**src/rtl/fb_page_ctrl_if.sv**
```systemverilog
// Bundle of the page-scheduler signals: writer/scanout event pulses in,
// page selections, base addresses, stall, swap pulse and statistics out.
//
// Handshake semantics: this block has no valid/ready pairs. wr_frame_done and
// rd_vblank are single-cycle event strobes that are sampled on every rising
// clock edge and never back-pressured. The source deasserts each strobe after
// one cycle. All outputs are registered and valid every cycle. Writer-side
// back-pressure is expressed only through wr_stall, which is used in double mode.
interface fb_page_ctrl_if #(
  parameter int ADDR_W = 18
);
  logic              wr_frame_done;
  logic              rd_vblank;
  logic [1:0]        wr_page;
  logic [1:0]        rd_page;
  logic [ADDR_W-1:0] wr_base;
  logic [ADDR_W-1:0] rd_base;
  logic              wr_stall;
  logic              swap_pulse;
  logic [7:0]        drop_count;
  logic [7:0]        repeat_count;
  logic              dbg_pending;   // FSM state: 1 = PENDING (ready frame held)

  // Event source: the writer and scanout side.
  modport master (
    output wr_frame_done, rd_vblank,
    input  wr_page, rd_page, wr_base, rd_base, wr_stall, swap_pulse,
           drop_count, repeat_count, dbg_pending
  );

  // Page controller.
  modport slave (
    input  wr_frame_done, rd_vblank,
    output wr_page, rd_page, wr_base, rd_base, wr_stall, swap_pulse,
           drop_count, repeat_count, dbg_pending
  );
endinterface

```
**src/rtl/fb_page_ctrl.sv**
```systemverilog
// Tear-free framebuffer page scheduler. A completed frame is handed to scanout
// only at vblank. Triple buffering lets the writer keep running and overwrites
// an undisplayed frame, which is counted as a drop. Double buffering stalls the
// writer until the swap. Vblanks with no new frame are counted as repeats.
module fb_page_ctrl #(
  parameter int NUM_PAGES  = 3,
  parameter int PAGE_WORDS = 61440,
  parameter int ADDR_W     = 18
) (
  input logic          clk,
  input logic          reset,
  fb_page_ctrl_if.slave bus
);

  typedef enum logic {
    EMPTY   = 1'b0,
    PENDING = 1'b1   // a completed frame waits for vblank (WAIT_SWAP in double mode)
  } state_t;

  state_t            r_state,      w_nxt_state;
  logic [1:0]        r_wr_page,    w_nxt_wr_page;
  logic [1:0]        r_rd_page,    w_nxt_rd_page;
  logic [1:0]        r_ready_page, w_nxt_ready_page;
  logic [ADDR_W-1:0] r_wr_base;
  logic [ADDR_W-1:0] r_rd_base;
  logic              r_wr_stall,   w_nxt_wr_stall;
  logic              r_swap_pulse, w_nxt_swap_pulse;
  logic [7:0]        r_drop_cnt,   w_nxt_drop_cnt;
  logic [7:0]        r_repeat_cnt, w_nxt_repeat_cnt;
  logic [1:0]        w_third_page;
  logic              w_fd;
  logic              w_vb;

  // Base address of a page. Page 3 never occurs, so it maps to zero.
  function automatic logic [ADDR_W-1:0] page_base(input logic [1:0] page);
    case (page)
      2'd1:    page_base = ADDR_W'(PAGE_WORDS);
      2'd2:    page_base = ADDR_W'(2 * PAGE_WORDS);
      default: page_base = '0;
    endcase
  endfunction

  // Saturating statistics counter that holds at 255.
  function automatic logic [7:0] sat_inc(input logic [7:0] v);
    sat_inc = (v == 8'hFF) ? v : v + 8'd1;
  endfunction

  assign w_fd = bus.wr_frame_done;
  assign w_vb = bus.rd_vblank;

  // Pages are 0..2 and wr/rd always differ, so 3 - rd - wr is the remaining page.
  assign w_third_page = 2'd3 - r_rd_page - r_wr_page;

  // State register and all registered outputs. Reset wins over any pulse.
  always_ff @(posedge clk) begin
    if (reset) begin
      r_state      <= EMPTY;
      r_wr_page    <= 2'd1;
      r_rd_page    <= 2'd0;
      r_ready_page <= 2'd2;
      r_wr_base    <= ADDR_W'(PAGE_WORDS);
      r_rd_base    <= '0;
      r_wr_stall   <= 1'b0;
      r_swap_pulse <= 1'b0;
      r_drop_cnt   <= 8'd0;
      r_repeat_cnt <= 8'd0;
    end else begin
      r_state      <= w_nxt_state;
      r_wr_page    <= w_nxt_wr_page;
      r_rd_page    <= w_nxt_rd_page;
      r_ready_page <= w_nxt_ready_page;
      r_wr_base    <= page_base(w_nxt_wr_page);
      r_rd_base    <= page_base(w_nxt_rd_page);
      r_wr_stall   <= w_nxt_wr_stall;
      r_swap_pulse <= w_nxt_swap_pulse;
      r_drop_cnt   <= w_nxt_drop_cnt;
      r_repeat_cnt <= w_nxt_repeat_cnt;
    end
  end

  // Next-state and next-output logic for both buffering depths.
  always_comb begin
    w_nxt_state      = r_state;
    w_nxt_wr_page    = r_wr_page;
    w_nxt_rd_page    = r_rd_page;
    w_nxt_ready_page = r_ready_page;
    w_nxt_wr_stall   = r_wr_stall;
    w_nxt_swap_pulse = 1'b0;
    w_nxt_drop_cnt   = r_drop_cnt;
    w_nxt_repeat_cnt = r_repeat_cnt;

    if (NUM_PAGES == 3) begin
      // Completing a frame while one is still pending overwrites it.
      if (w_fd && r_state == PENDING) begin
        w_nxt_drop_cnt = sat_inc(r_drop_cnt);
      end
      if (w_fd && w_vb) begin
        // The completed frame goes straight to scanout. The writer moves to the
        // third page, and the old scanout page becomes the spare.
        w_nxt_rd_page    = r_wr_page;
        w_nxt_wr_page    = w_third_page;
        w_nxt_ready_page = r_rd_page;
        w_nxt_swap_pulse = 1'b1;
        w_nxt_state      = EMPTY;
      end else if (w_fd) begin
        w_nxt_ready_page = r_wr_page;
        w_nxt_wr_page    = w_third_page;
        w_nxt_state      = PENDING;
      end else if (w_vb) begin
        if (r_state == PENDING) begin
          w_nxt_rd_page    = r_ready_page;
          w_nxt_ready_page = r_rd_page;
          w_nxt_swap_pulse = 1'b1;
          w_nxt_state      = EMPTY;
        end else begin
          w_nxt_repeat_cnt = sat_inc(r_repeat_cnt);
        end
      end
    end else begin
      // Double mode: a frame_done while already waiting is a protocol violation.
      // The pulse is dropped and counted.
      if (w_fd && r_state == PENDING) begin
        w_nxt_drop_cnt = sat_inc(r_drop_cnt);
      end
      if (w_vb) begin
        if (r_state == PENDING || w_fd) begin
          w_nxt_rd_page    = r_wr_page;
          w_nxt_wr_page    = r_rd_page;
          w_nxt_wr_stall   = 1'b0;
          w_nxt_swap_pulse = 1'b1;
          w_nxt_state      = EMPTY;
        end else begin
          w_nxt_repeat_cnt = sat_inc(r_repeat_cnt);
        end
      end else if (w_fd && r_state == EMPTY) begin
        w_nxt_wr_stall = 1'b1;
        w_nxt_state    = PENDING;
      end
    end
  end

  assign bus.wr_page      = r_wr_page;
  assign bus.rd_page      = r_rd_page;
  assign bus.wr_base      = r_wr_base;
  assign bus.rd_base      = r_rd_base;
  assign bus.wr_stall     = r_wr_stall;
  assign bus.swap_pulse   = r_swap_pulse;
  assign bus.drop_count   = r_drop_cnt;
  assign bus.repeat_count = r_repeat_cnt;
  assign bus.dbg_pending  = (r_state == PENDING);

endmodule

```
**src/flat_wrapper.sv**
```systemverilog
// flat-port wrapper written by rule: the top's interface ports become plain ports
module fb_page_ctrl_flat 
#(
  parameter int NUM_PAGES  = 3,
  parameter int PAGE_WORDS = 61440,
  parameter int ADDR_W     = 18
)
  (clk, reset, bus_wr_frame_done, bus_rd_vblank, bus_wr_page, bus_rd_page, bus_wr_base, bus_rd_base, bus_wr_stall, bus_swap_pulse, bus_drop_count, bus_repeat_count, bus_dbg_pending);
  fb_page_ctrl_if #(.ADDR_W(ADDR_W)) bus_i ();
  input logic clk;
  input logic reset;
  input wire logic [$bits(bus_i.wr_frame_done)-1:0] bus_wr_frame_done;
  input wire logic [$bits(bus_i.rd_vblank)-1:0] bus_rd_vblank;
  output wire logic [$bits(bus_i.wr_page)-1:0] bus_wr_page;
  output wire logic [$bits(bus_i.rd_page)-1:0] bus_rd_page;
  output wire logic [$bits(bus_i.wr_base)-1:0] bus_wr_base;
  output wire logic [$bits(bus_i.rd_base)-1:0] bus_rd_base;
  output wire logic [$bits(bus_i.wr_stall)-1:0] bus_wr_stall;
  output wire logic [$bits(bus_i.swap_pulse)-1:0] bus_swap_pulse;
  output wire logic [$bits(bus_i.drop_count)-1:0] bus_drop_count;
  output wire logic [$bits(bus_i.repeat_count)-1:0] bus_repeat_count;
  output wire logic [$bits(bus_i.dbg_pending)-1:0] bus_dbg_pending;
  assign bus_i.wr_frame_done = bus_wr_frame_done;
  assign bus_i.rd_vblank = bus_rd_vblank;
  assign bus_wr_page = bus_i.wr_page;
  assign bus_rd_page = bus_i.rd_page;
  assign bus_wr_base = bus_i.wr_base;
  assign bus_rd_base = bus_i.rd_base;
  assign bus_wr_stall = bus_i.wr_stall;
  assign bus_swap_pulse = bus_i.swap_pulse;
  assign bus_drop_count = bus_i.drop_count;
  assign bus_repeat_count = bus_i.repeat_count;
  assign bus_dbg_pending = bus_i.dbg_pending;
  fb_page_ctrl #(.NUM_PAGES(NUM_PAGES), .PAGE_WORDS(PAGE_WORDS), .ADDR_W(ADDR_W)) u_core (.clk(clk), .reset(reset), .bus(bus_i));
endmodule
```
**config.mk**
```make
export PLATFORM = sky130hd
export DESIGN_NAME = fb_page_ctrl_flat
export DESIGN_NICKNAME = d
export VERILOG_FILES = /design/src/rtl/fb_page_ctrl_if.sv /design/src/rtl/fb_page_ctrl.sv /design/src/flat_wrapper.sv
export SDC_FILE = /design/constraint.sdc
export NUM_CORES = 1
export LEC_CHECK = 0
export BUFFER_PORTS_ARGS = -buffer_cell sky130_fd_sc_hd__buf_4
export CORE_ASPECT_RATIO = 1.75
export CORE_MARGIN = 2
export CORE_UTILIZATION = 30
export CTS_CLUSTER_DIAMETER = 120
export DETAILED_ROUTE_END_ITERATION = 8
export PLACE_DENSITY_LB_ADDON = 0.1
export SYNTH_ARGS = -nofsm -noshare
export SYNTH_HDL_FRONTEND = slang
export SYNTH_SLANG_ARGS = --single-unit
```
**constraint.sdc**
```tcl
create_clock -name clk -period 1.8 [get_ports clk]
set_clock_uncertainty 0.2 [all_clocks]
set_input_delay 0.09 -clock clk [delete_from_list [all_inputs] [get_ports clk]]
set_output_delay 0.09 -clock clk [all_outputs]
set_load 0.005 [all_outputs]
```
Word level (Yosys, flattened, before mapping)
Index checks and enable logic that the tools add are counted.
W data, S select, Z words.
{ "op_classes": {"reduce_logical": 9, "n_eq_ne": 6, "bitwise": 5, "addsub": 4, "muxes": 18} }
{ "op_table": {"columns": ["op", "n"], "rows": [
  ["$pmux W17 S2", 2],
  ["$mux W2", 10],
  ["$add A8 B1 Y8 const B", 2],
  ["$eq A8 B8 Y1 const B", 2],
  ["$mux W1", 6],
  ["$reduce_bool A3 Y1", 2],
  ["$not A1 Y1", 5],
  ["$reduce_and A5 Y1", 1],
  ["$eq A2 B1 Y1 const B", 2],
  ["$eq A2 B2 Y1 const B", 2],
  ["$reduce_and A2 Y1", 2],
  ["$logic_and A1 B1 Y1", 2],
  ["$reduce_bool A2 Y1", 1],
  ["$reduce_or A2 Y1", 1],
  ["$sub A2 B2 Y2", 1],
  ["$sub A2 B2 Y2 const A", 1]
]} }
{ "word_totals": {"reg_bits": 60, "word_cells": 51} }

Depth between registers and ports, before layout
{ "depth": {"depth_word": 6, "mapped_depth": 7, "ltp_nobuf": 7} }

Worst setup path before layout
Ideal clock, no wire load.
{ "synth_path": {"kind": "flip-flop to flip-flop", "startpoint": "register u_core.r_rd_page[0] (netlist: u_core.bus.rd_page[0])", "endpoint": "register u_core.r_wr_base[12] (netlist: u_core.bus.wr_base[12])", "stages_incl_launch_ff": 7, "setup_slack_ps": 130, "path_buffers": 0, "arrival_time_ps": 1347, "setup_time_ps": 123, "path_cell_list": "dfxtp_1 > ha_1 > xnor2_1 > nand2_1 > xor2_1 > ha_1 > or2_2"} }
{ "synth_via": {"elab_chain_len": 6, "word_cells_on_any_way": 7, "cone_classes": "2 x add/sub; 2 x eq/ne; 3 x mux"} }
{ "synth_lines": {"columns": ["element", "line", "rtl"], "rows": [
  ["from (decl)", "fb_page_ctrl.sv:22", "logic [1:0] r_rd_page, w_nxt_rd_page;"],
  ["from (signal assigned)", "fb_page_ctrl.sv:70", "r_rd_page <= w_nxt_rd_page;"],
  ["$sub A2 B2 Y2 (*) (2 in series)", "fb_page_ctrl.sv:52", "assign w_third_page = 2'd3 - r_rd_page - r_wr_page;"],
  ["$mux W2", "fb_page_ctrl.sv:105", "end else if (w_fd) begin"],
  ["$mux W2 (*)", "fb_page_ctrl.sv:97", "if (w_fd && w_vb) begin"],
  ["$eq A2 B2 Y1 / $eq A2 B1 Y1 (equally long branches)", "fb_page_ctrl.sv:36", "case (page)"],
  ["$pmux W17 S2 (*)", "fb_page_ctrl.sv:36", null],
  ["to (signal assigned)", "fb_page_ctrl.sv:61", "r_wr_base <= ADDR_W'(PAGE_WORDS);"],
  ["to (signal assigned)", "fb_page_ctrl.sv:72", "r_wr_base <= page_base(w_nxt_wr_page);"],
  ["to (decl)", "fb_page_ctrl.sv:24", "logic [ADDR_W-1:0] r_wr_base;"]
]} }
Mark *: on every way between the ends. The rest lies on a longest branch, timed or not.
A chain may end at the register's enable or synchronous reset.

Worst setup path in the final report
{ "layout_path": {"startpoint": "input bus_wr_frame_done", "endpoint": "register u_core.r_repeat_cnt[5] (netlist: u_core.bus.repeat_count[5])"} }
{ "layout_via": {"elab_chain_len": 3, "word_cells_on_any_way": 4, "cone_classes": "2 x bitwise; 2 x reduce/logical"} }
{ "layout_lines": {"columns": ["element", "line", "rtl"], "rows": [
  ["from (decl)", "flat_wrapper.sv:12", "input wire logic [$bits(bus_i.wr_frame_done)-1:0] bus_wr_frame_done;"],
  ["$logic_and A1 B1 Y1", "fb_page_ctrl.sv:97", null],
  ["$not A1 Y1 (no line)", null, null],
  ["$reduce_and A5 Y1 (no line) (*)", null, null],
  ["to (signal assigned)", "fb_page_ctrl.sv:77", "r_repeat_cnt <= w_nxt_repeat_cnt;"],
  ["to (decl)", "fb_page_ctrl.sv:29", "logic [7:0] r_repeat_cnt, w_nxt_repeat_cnt;"]
]} }
Marked as above.

==> results.md <==
* Status: finished clean
* Post-Syn Area at 0.001677 mm²
* CTS root buf: clkbuf_8
* Pwr dens at 731.2 mW/mm²
* Antenna diode count at 0
* HPWL Detailed at 2366 µm
* Area Overhead vs Synth at 25.15%
* CTS buffer count at 5
* Total power at 1.534 mW
* Row Count at 36
* CP Launch Type: input port
* Antenna violations before repair at 0
* Setup bufs post-CTS at 0
* Max-Cap Viols at 0
* Die H at 102.9 µm
* Hold/Removal Path Class: reg2reg
* Clk sinks at 30
* Fmax at 589.3 MHz
* RSZ-0062 raised after global routing: no
* DRT Pass-1 Iters at 4
* Number of H-tree levels at 2
* Mapped Cells at 183
* Drt drc at 0
* Clock latency on the worst-skew pair at 0.28 ns
* DRT Wirelength at 3353 µm
* Overall routing resource usage at 11.14%
* Layout net count at 239
* TNS Setup at 0 ns
* Layout cells sized above 1 at 29.26%
* Final hold violation count at 0
* Synthesis-stage register bit count at 30
* Max-slew violations at 0
* Post-synth EDFFs at 0
* Most common flop cell mapped by yosys: dfxtp_1
* Max stage delay on crit path at 0.54 ns
* Antenna Nets Post-Route at 0
* Post-route minimum period at 1.697 ns
* GP Congestion at 0.6662
* Fillers at 613
* Worst path cell trace: dlygate4sd3_1, buf_4, nand4bb_4, a2111oi_4, xnor2_1, nor2_1
* Clk pin slew, worst setup/hold paths at 0.07 ns
* Die area at 0.006226 mm²
* First-pass GRT wire length at 5119 µm
* Die Width at 60.51 µm
* Critical path data arrival time at 1.66 ns
* Async set-or-reset flop fraction in the synthesized netlist at 0%
* Distinct cells, synth at 39
* Core region area at 0.005495 mm²
* Slowest cell on crit path: dlygate4sd3_1
* Initial DRC count at 32
* YS warnings at 0
* Grt total ovfl at 0
* Initial Utilization at 30.51%
* Crit path max fanout at 15
* Max clock buf depth at 2
* Setup CP Type: in2reg
* Peak VDD IR at 0.0003456 V
* Vias/cell at 4.269
* Endpoints failing setup at 0
* Mapped Avg Cell Area at 9.162 µm²
* Sequential element share of the synthesized area at 35.82%
* CTS tree: yes
* Leak pwr at 0.9160 nW
* Largest net degree at the start of global routing at 31
* Final cycle utilization of the critical path at 94.28%
* Vias at 1302
* I/O Pins at 63
* IO buf count at 35
* CP Capture Type: flop
* Vias in the first global route at 1180
* Routed WL per cell at 10.99 µm
* WP data required at 1.76 ns
## power by group
part	switching (mW)	internal (mW)	leakage, nW
registers	0.0272	0.701	0.245
clock network	0.257	0.308	0.0482
logic	0.113	0.128	0.623
## per-layer routing
| metal | GRT usage (%) | part of all wire (%) |
|---|---|---|
| met1 | 11.55 | 41 |
| met2 | 19.98 | 51 |
| met3 | 2.635 | 5.7 |
| met4 | 6.020 | 2.3 |
| met5 | 0 | 0 |
## Yosys cell counts (all sizes together) (3+ instances only)
library cell  instances  area (µm²)
o21ai                 5       25.02
xnor2                 7       61.31
a2111oi               3       63.81
dfxtp                30       600.6
nand2                10       37.54
clkbuf                4       15.01
a31oi                 3       18.77
a21oi                 4       20.02
xor2                  6       52.55
nor3                  3       15.01
buf                  34       256.5
mux2i                 3       30.03
nand3                 4       20.02
inv                   6       22.52
nand3b                4       30.03
ha                    7       87.58
nor2                 21       78.83
nor2b                 3       18.77
nand4                 4       25.02
## logic make-up (layout without fill, tap and decap cells)
logic type	after synthesis	in the layout	synth area share (%)
AND/OR/NAND/NOR	63	63	20.67
other	1	27	0.2237
flip-flops	30	30	35.82
XOR/XNOR	13	13	6.791
buffers and inverters	44	64	17.54
adder cells (fa/ha/maj)	7	7	5.224
multiplexers	4	4	2.463
AO/OA/AOI/OAI	21	21	11.27
## worst max-delay path: cells and delay by family
family                    cells  cell delay, ns
buffers and inverters         2            0.73
xor gates and xnor gates      1            0.15
AOI/OAI and AO/OA             1            0.31
and+or+nand+nor               2            0.36
## cells in the final DEF, fill, tap and decap left out, types with 4 or more instances in the layout
| cell type | n |
|---|---|
| buf_4 | 47 |
| dfxtp_1 | 29 |
| conb_1 | 27 |
| nor2_1 | 21 |
| nand2_1 | 10 |
| xnor2_1 | 7 |
| ha_1 | 7 |
| inv_1 | 6 |
| clkbuf_8 | 6 |
| xor2_1 | 5 |
| o21ai_0 | 4 |
| nand3b_1 | 4 |
| nand3_1 | 4 |
| nand4_1 | 4 |
| a21oi_1 | 4 |
## metrics by stage
stage | setup slack [ns] | utilization, % | instances | cell area [µm²] | hold WS (ns)
after global routing | 0.002822 | 38.18 | 305 | 2098 | 0.3299
final | 0.1030 | 38.18 | 305 | 2098 | 0.2943
after floorplan | 0.1297 | - | 209 | 1774 | 0.1145
after detailed placement | 0.08042 | 35.50 | 294 | 1951 | 0.2207
after global placement | 0.08235 | 35.50 | 294 | 1951 | 0.2177
after CTS | 0.05867 | 37.70 | 305 | 2072 | 0.3011
## sequential cells by signal, summed over array words and instances (netlist names)
name,flops
u_core.bus.drop_count,8
u_core.bus.repeat_count,8
u_core.bus.rd_base,3
u_core.bus.wr_base,3
u_core.bus.rd_page,2
u_core.bus.wr_page,2
u_core.r_ready_page,2
u_core.bus.dbg_pending,1
u_core.bus.swap_pulse,1
## final timing paths
path	from	endpoint	slack, ns	cells after the start
worst max-delay path	bus_wr_frame_done	u_core.bus.repeat_count[5]	0.10	6
worst min-delay path	u_core.r_ready_page[1]	u_core.r_ready_page[1]	0.29	2
worst max register to register	u_core.bus.dbg_pending	u_core.bus.drop_count[5]	0.11	4
worst min register to register	u_core.r_ready_page[1]	u_core.r_ready_page[1]	0.29	2
## what timing repair did
item / in CTS / in global routing
gates resized for setup: 0 / 6
hold buffers: 3 / 0
setup endpoints to repair: 0 / 7
endpoints found under the hold margin: 20 / 0
## layout make-up
| cell class | instances | area [µm²] | area share [%] |
|---|---|---|---|
| inverters | 6 | 22.52 | 1.073 |
| clock inverters | 1 | 5.005 | 0.2385 |
| repair buffers | 50 | 382.9 | 18.25 |
| clock buffers | 7 | 86.33 | 4.114 |
| multi-input cells | 135 | 904.6 | 43.11 |
| flip-flops and latches | 30 | 601.8 | 28.68 |
| well taps | 76 | 95.09 | 4.532 |
No activity file was read; power rests on OpenSTA's default activity.
